## src/rtl/seq_alu.sv

```systemverilog
`default_nettype none
// ============================================================================
//  Module   : seq_alu
//  Brief    : Multi-cycle 8-bit multiply / shift / rotate unit, one bit per
//             clock, START/BUSY/DONE handshake towards the register file.
//  Revision : 1.0  initial release
// ============================================================================
module seq_alu (
  input  logic       CLK,
  input  logic       RESET,
  input  logic [7:0] DATA1,
  input  logic [7:0] DATA2,
  input  logic [2:0] SELECT,
  input  logic       START,
  output logic [7:0] RESULT,
  output logic       BUSY,
  output logic       DONE,
  output logic       ZERO,
  output logic       OVF
);

  localparam logic [1:0] c_IDLE = 2'd0;
  localparam logic [1:0] c_RUN  = 2'd1;
  localparam logic [1:0] c_FIN  = 2'd2;

  localparam logic [2:0] c_OP_MUL = 3'b000;
  localparam logic [2:0] c_OP_SLL = 3'b001;
  localparam logic [2:0] c_OP_SRL = 3'b010;
  localparam logic [2:0] c_OP_SRA = 3'b011;
  localparam logic [2:0] c_OP_ROR = 3'b100;

  logic [1:0]  r_state;
  logic [2:0]  r_op;
  logic [3:0]  r_cnt;
  logic [7:0]  r_val;    // shift operand, or multiplier for MUL
  logic [15:0] r_mcand;
  logic [15:0] r_acc;
  logic [7:0]  r_result;
  logic        r_zero;
  logic        r_ovf;

  logic [3:0]  w_start_cnt;
  logic [7:0]  w_imm_res;
  logic [15:0] w_acc_nxt;
  logic [7:0]  w_val_nxt;
  logic [7:0]  w_step_res;
  logic        w_step_ovf;

  always_comb begin
    w_start_cnt = 4'd0;
    case (SELECT)
      c_OP_MUL:                     w_start_cnt = 4'd8;
      c_OP_SLL, c_OP_SRL, c_OP_SRA: w_start_cnt = (DATA2 >= 8'd8) ? 4'd8 : DATA2[3:0];
      c_OP_ROR:                     w_start_cnt = {1'b0, DATA2[2:0]};
      default:                      w_start_cnt = 4'd0;
    endcase
  end

  // Zero-step completion: shifts by 0 pass DATA1 through, illegal ops give 0
  always_comb begin
    w_imm_res = DATA1;
    if (SELECT > c_OP_ROR)
      w_imm_res = 8'h00;
  end

  always_comb begin
    w_acc_nxt = r_acc + (r_val[0] ? r_mcand : 16'd0);
    w_val_nxt = r_val;
    case (r_op)
      c_OP_MUL: w_val_nxt = {1'b0, r_val[7:1]};
      c_OP_SLL: w_val_nxt = {r_val[6:0], 1'b0};
      c_OP_SRL: w_val_nxt = {1'b0, r_val[7:1]};
      c_OP_SRA: w_val_nxt = {r_val[7], r_val[7:1]};
      c_OP_ROR: w_val_nxt = {r_val[0], r_val[7:1]};
      default:  w_val_nxt = r_val;
    endcase
    w_step_res = w_val_nxt;
    w_step_ovf = 1'b0;
    if (r_op == c_OP_MUL) begin
      w_step_res = w_acc_nxt[7:0];
      w_step_ovf = |w_acc_nxt[15:8];
    end
  end

  always_ff @(posedge CLK or negedge RESET) begin
    if (!RESET) begin
      r_state  <= c_IDLE;
      r_op     <= 3'd0;
      r_cnt    <= 4'd0;
      r_val    <= 8'd0;
      r_mcand  <= 16'd0;
      r_acc    <= 16'd0;
      r_result <= 8'h00;
      r_zero   <= 1'b1;
      r_ovf    <= 1'b0;
    end else begin
      case (r_state)
        c_IDLE: begin
          if (START) begin
            r_op    <= SELECT;
            r_cnt   <= w_start_cnt;
            r_acc   <= 16'd0;
            r_val   <= (SELECT == c_OP_MUL) ? DATA2 : DATA1;
            r_mcand <= {8'd0, DATA1};
            if (w_start_cnt == 4'd0) begin
              r_result <= w_imm_res;
              r_zero   <= (w_imm_res == 8'h00);
              r_ovf    <= 1'b0;
              r_state  <= c_FIN;
            end else begin
              r_state  <= c_RUN;
            end
          end
        end
        c_RUN: begin
          r_val   <= w_val_nxt;
          r_acc   <= w_acc_nxt;
          r_mcand <= {r_mcand[14:0], 1'b0};
          r_cnt   <= r_cnt - 4'd1;
          if (r_cnt == 4'd1) begin
            r_result <= w_step_res;
            r_zero   <= (w_step_res == 8'h00);
            r_ovf    <= w_step_ovf;
            r_state  <= c_FIN;
          end
        end
        c_FIN:   r_state <= c_IDLE;
        default: r_state <= c_IDLE;
      endcase
    end
  end

  assign RESULT = r_result;
  assign ZERO   = r_zero;
  assign OVF    = r_ovf;
  assign BUSY   = (r_state == c_RUN) || (r_state == c_FIN);
  assign DONE   = (r_state == c_FIN);

endmodule
`default_nettype wire

```

## config.mk

```make
export PLATFORM = sky130hd
export DESIGN_NAME = seq_alu
export DESIGN_NICKNAME = d
export VERILOG_FILES = /design/src/rtl/seq_alu.sv
export SDC_FILE = /design/constraint.sdc
export NUM_CORES = 1
export LEC_CHECK = 0
export CORE_MARGIN = 4
export CORE_UTILIZATION = 53
export DETAILED_ROUTE_END_ITERATION = 10
export GPL_TIMING_DRIVEN = 0
export HOLD_SLACK_MARGIN = 0.1
export PLACE_DENSITY = 0.77
export SETUP_SLACK_MARGIN = 0.2
export SLEW_MARGIN = 20
export SYNTH_ARGS = -nofsm -noshare
export SYNTH_HDL_FRONTEND = slang
export SYNTH_SLANG_ARGS = --single-unit
```

## constraint.sdc

```tcl
create_clock -name CLK -period 3.15 [get_ports CLK]
set_input_delay 0.63 -clock CLK [delete_from_list [all_inputs] [get_ports CLK]]
set_output_delay 0.63 -clock CLK [all_outputs]
set_load 0.01 [all_outputs]
```

==> results.tsv <==
metric	value	unit
Crit path required time	3.39	ns
sequential share of the synthesized area	0.373	
Post-synth top flop	dfrtp_1	
wl on met1	4550	microns
outcome	finished, final reports clean	
Worst Setup End Kind	register	
largest net degree at the start of global routing	43	
final worst slack	0.0510	ns
area growth from synthesis to layout	20.6	%
EDFF count, synth	0	
slew margin rel.	0.536	
Die Footprint	8920	sq um
multi-input combinational cell area	2420	sq um
total number of vias	3769	
nets	551	
top routing layer in use	met4	
Chip Height	94.5	microns
CTS tree	built	
register area	1480	sq um
met3 WL post-DR	658	microns
Tcrit/Tclk final	0.984	
endpoints failing setup	0	
# DRC	0	
Post-DRT Antenna Nets	0	
layout cells sized above 1	0.103	
Min Hold Slack	0.151	ns
most frequent cell after synthesis	dfrtp_1	
fmax	0.323	GHz
first-pass GRT wire length	17900	microns
Hold Vio Cnt, Final	0	
setup total negative slack	0	ns
Yosys cell types	55	
TritonRoute pass-1 iters	5	
Worst setup SP type	register	
leak pwr	2.10	nW
crit path DAT	3.34	ns
clock share of power	0.139	
post-place setup slack	-0.331	ns
initial antenna violation count	0	
placed cell area	4440	sq um
Int Power	2.62	mW
syn nets	498	
vias in the first global route	3675	
Post-Syn Area per Cell	8.71	sq um
CTS root buf	clkbuf_8	
crit path time final	3.10	ns
Max-Cap Viols	0	
PwrDens	1030	nW/um^2
Buffers on Ports	33	
Post-Syn Instances	455	
final std cell area, no fill	4780	sq um
Final Max Slew Viols	0	
Ys Warns	0	
RR Endpoint	OVF	
Hold Buf Count CTS	0	
initial DRC count	199	
crit-path max FO	3	
RSZ-0062 raised after global routing	true	
Routed WL	11000	microns
switching pwr	2.28	mW
flop2flop setup slack	0.05	ns
Clk pin slew, worst setup/hold paths	0.07	ns
CP Class	register to register	
Initial Utilization	0.546	
Max H-tree Level	3	
post-synth top area cell	dfrtp_1	
Clock Skew	0.00786	ns
Via density	6.16	
DIE WIDTH	94.5	microns
WL met2	5440	microns
VDD IR max	0.536	mV
Switching Fraction	0.465	
CTS buffer count	9	
Worst Hold Class	input pin to asynchronous set/reset pin	
Num Clock Sinks	59	
combinational power share	0.593	
hpwl dp	8220	microns
post-synth top area share	0.366	
number of synthesized register bits	59	
fill count	592	
Pwr Total	4.91	mW
routability-driven placement congestion ratio	0.932	
CP peak stage delay	0.38	ns
CP top delay family	compound AO/OA/AOI/OAI gates	
Synth top cells by count	dfrtp_1, nand2_1, a21oi_1, o21ai_0, nor2_1	
GRT Residual Overflow	0	
Site Rows	31	
CTS max path bufs	2	
top-level port count	34	
CP max-delay cell	dfrtp_1	
drt wl/cell	18.0	microns
# diodes	0	
synthesized area	3960	sq um
Flop pwr share	0.268	
worst path buffer plus inverter count	2	
ys async rst share	1.00	
worst r2r path cells	13	
top cells by area, synth	dfrtp_1, ha_1, a21oi_1	
crit-path cells	clkbuf_8 > buf_8 > and2_4 > ha_4 > fa_2 > a211oi_4 > o211ai_1 > a32o_2 > a221oi_2 > xnor2_1 > nor4_2 > nand4_1 > a22o_1	
reg2reg start	r_val[0]	
core area	7250	sq um
GRT Total Usage	0.260	
Clock Latency Late Sink	0.34	ns
Worst Tran Pin Value	0.696	ns
## power groups by stage
stage,sequential (mW),clock [mW],combinational [mW]
2_1_floorplan,1.28,0,1.87
3_3_place_gp,1.30,0,2.60
3_5_place_dp,1.32,0,2.69
4_1_cts,1.31,0.687,2.79
5_1_grt,1.35,0.723,3.19
6_report,1.32,0.683,2.91
## registers in the layout, indices dropped and copies added, names as in the netlist
name and flops:
ZERO 1, r_cnt 4, r_acc 16, r_op 3
r_val 8, r_mcand 16, r_state 2, OVF 1
RESULT 8
## per-stage QoR
stage / instances / util
3_3_place_gp: 587 / 0.610
3_5_place_dp: 588 / 0.612
2_1_floorplan: 455 / -
6_report: 612 / 0.658
5_1_grt: 612 / 0.658
4_1_cts: 609 / 0.649
## kinds of logic (layout without fill, tap and decap cells)
| kind of cell | count (synthesis) | after routing | synth area share |
|---|---|---|---|
| buf+inv | 37 | 95 | 0.0354 |
| mux | 17 | 17 | 0.0455 |
| compound gates | 159 | 159 | 0.264 |
| flops | 59 | 59 | 0.373 |
| fa+ha+maj | 21 | 21 | 0.0682 |
| xor+xnor | 12 | 12 | 0.0265 |
| simple gates | 150 | 150 | 0.187 |
## metal layers
| layer | track usage | up-vias |
|---|---|---|
| met5 | 0 | - |
| met4 | 0.114 | 0 |
| met3 | 0.0661 | 43 |
| met2 | 0.446 | 147 |
| met1 | 0.308 | 1820 |
| li1 | - | 1759 |
## area by class of cell
cell class | instances | share of cell area
Clock inverter | 2 | 0.00734
Sequential cell | 59 | 0.309
Inverter | 12 | 0.00943
Multi-Input combinational cell | 359 | 0.506
Timing Repair Buffer | 42 | 0.0854
Clock buffer | 14 | 0.0320
Buffer | 25 | 0.0244
Tap cell | 99 | 0.0259
## what timing repair did
action | CTS | global route
buffers inserted | 5 | 3
pin swaps | 9 | 13
setup endpoints to repair | 4 | 4
resized for setup | 9 | 10
## layout by cell type (no fill, tap or decap), types with 3 or more instances in the layout
cell type | netlist | layout
o21ai_0 | 40 | 38
nor4_2 | 1 | 3
clkbuf_1 | 22 | 24
nand2_1 | 47 | 47
nor2_1 | 34 | 34
clkdlybuf4s50_1 | 0 | 32
nand2b_1 | 3 | 3
nand4_1 | 3 | 3
mux2i_1 | 9 | 9
mux2_2 | 8 | 8
o21ai_1 | 5 | 7
a21o_1 | 7 | 7
xnor2_1 | 10 | 9
nor3_1 | 8 | 8
a22o_1 | 16 | 16
nor3b_1 | 4 | 4
o211ai_1 | 4 | 4
clkbuf_8 | 0 | 11
a21oi_1 | 40 | 39
a211oi_1 | 10 | 10
a22oi_1 | 6 | 6
ha_1 | 20 | 18
o22ai_1 | 6 | 6
and3_1 | 4 | 4
nor2b_1 | 16 | 16
o21a_1 | 3 | 3
buf_4 | 0 | 9
nand3b_1 | 4 | 4
a21oi_2 | 2 | 3
dfrtp_1 | 58 | 58
and2_1 | 17 | 16
inv_1 | 11 | 11
## worst max path at each step
stage | startpoint | to | depth (start not counted)
6_report | r_val[0] | OVF | 13
5_1_grt | r_val[0] | OVF | 13
4_1_cts | r_val[0] | OVF | 13
3_5_place_dp | r_val[0] | OVF | 13
3_3_place_gp | RESET | r_state[1] | 1
2_1_floorplan | r_val[0] | OVF | 13
Power figures use the tool's default switching activity.
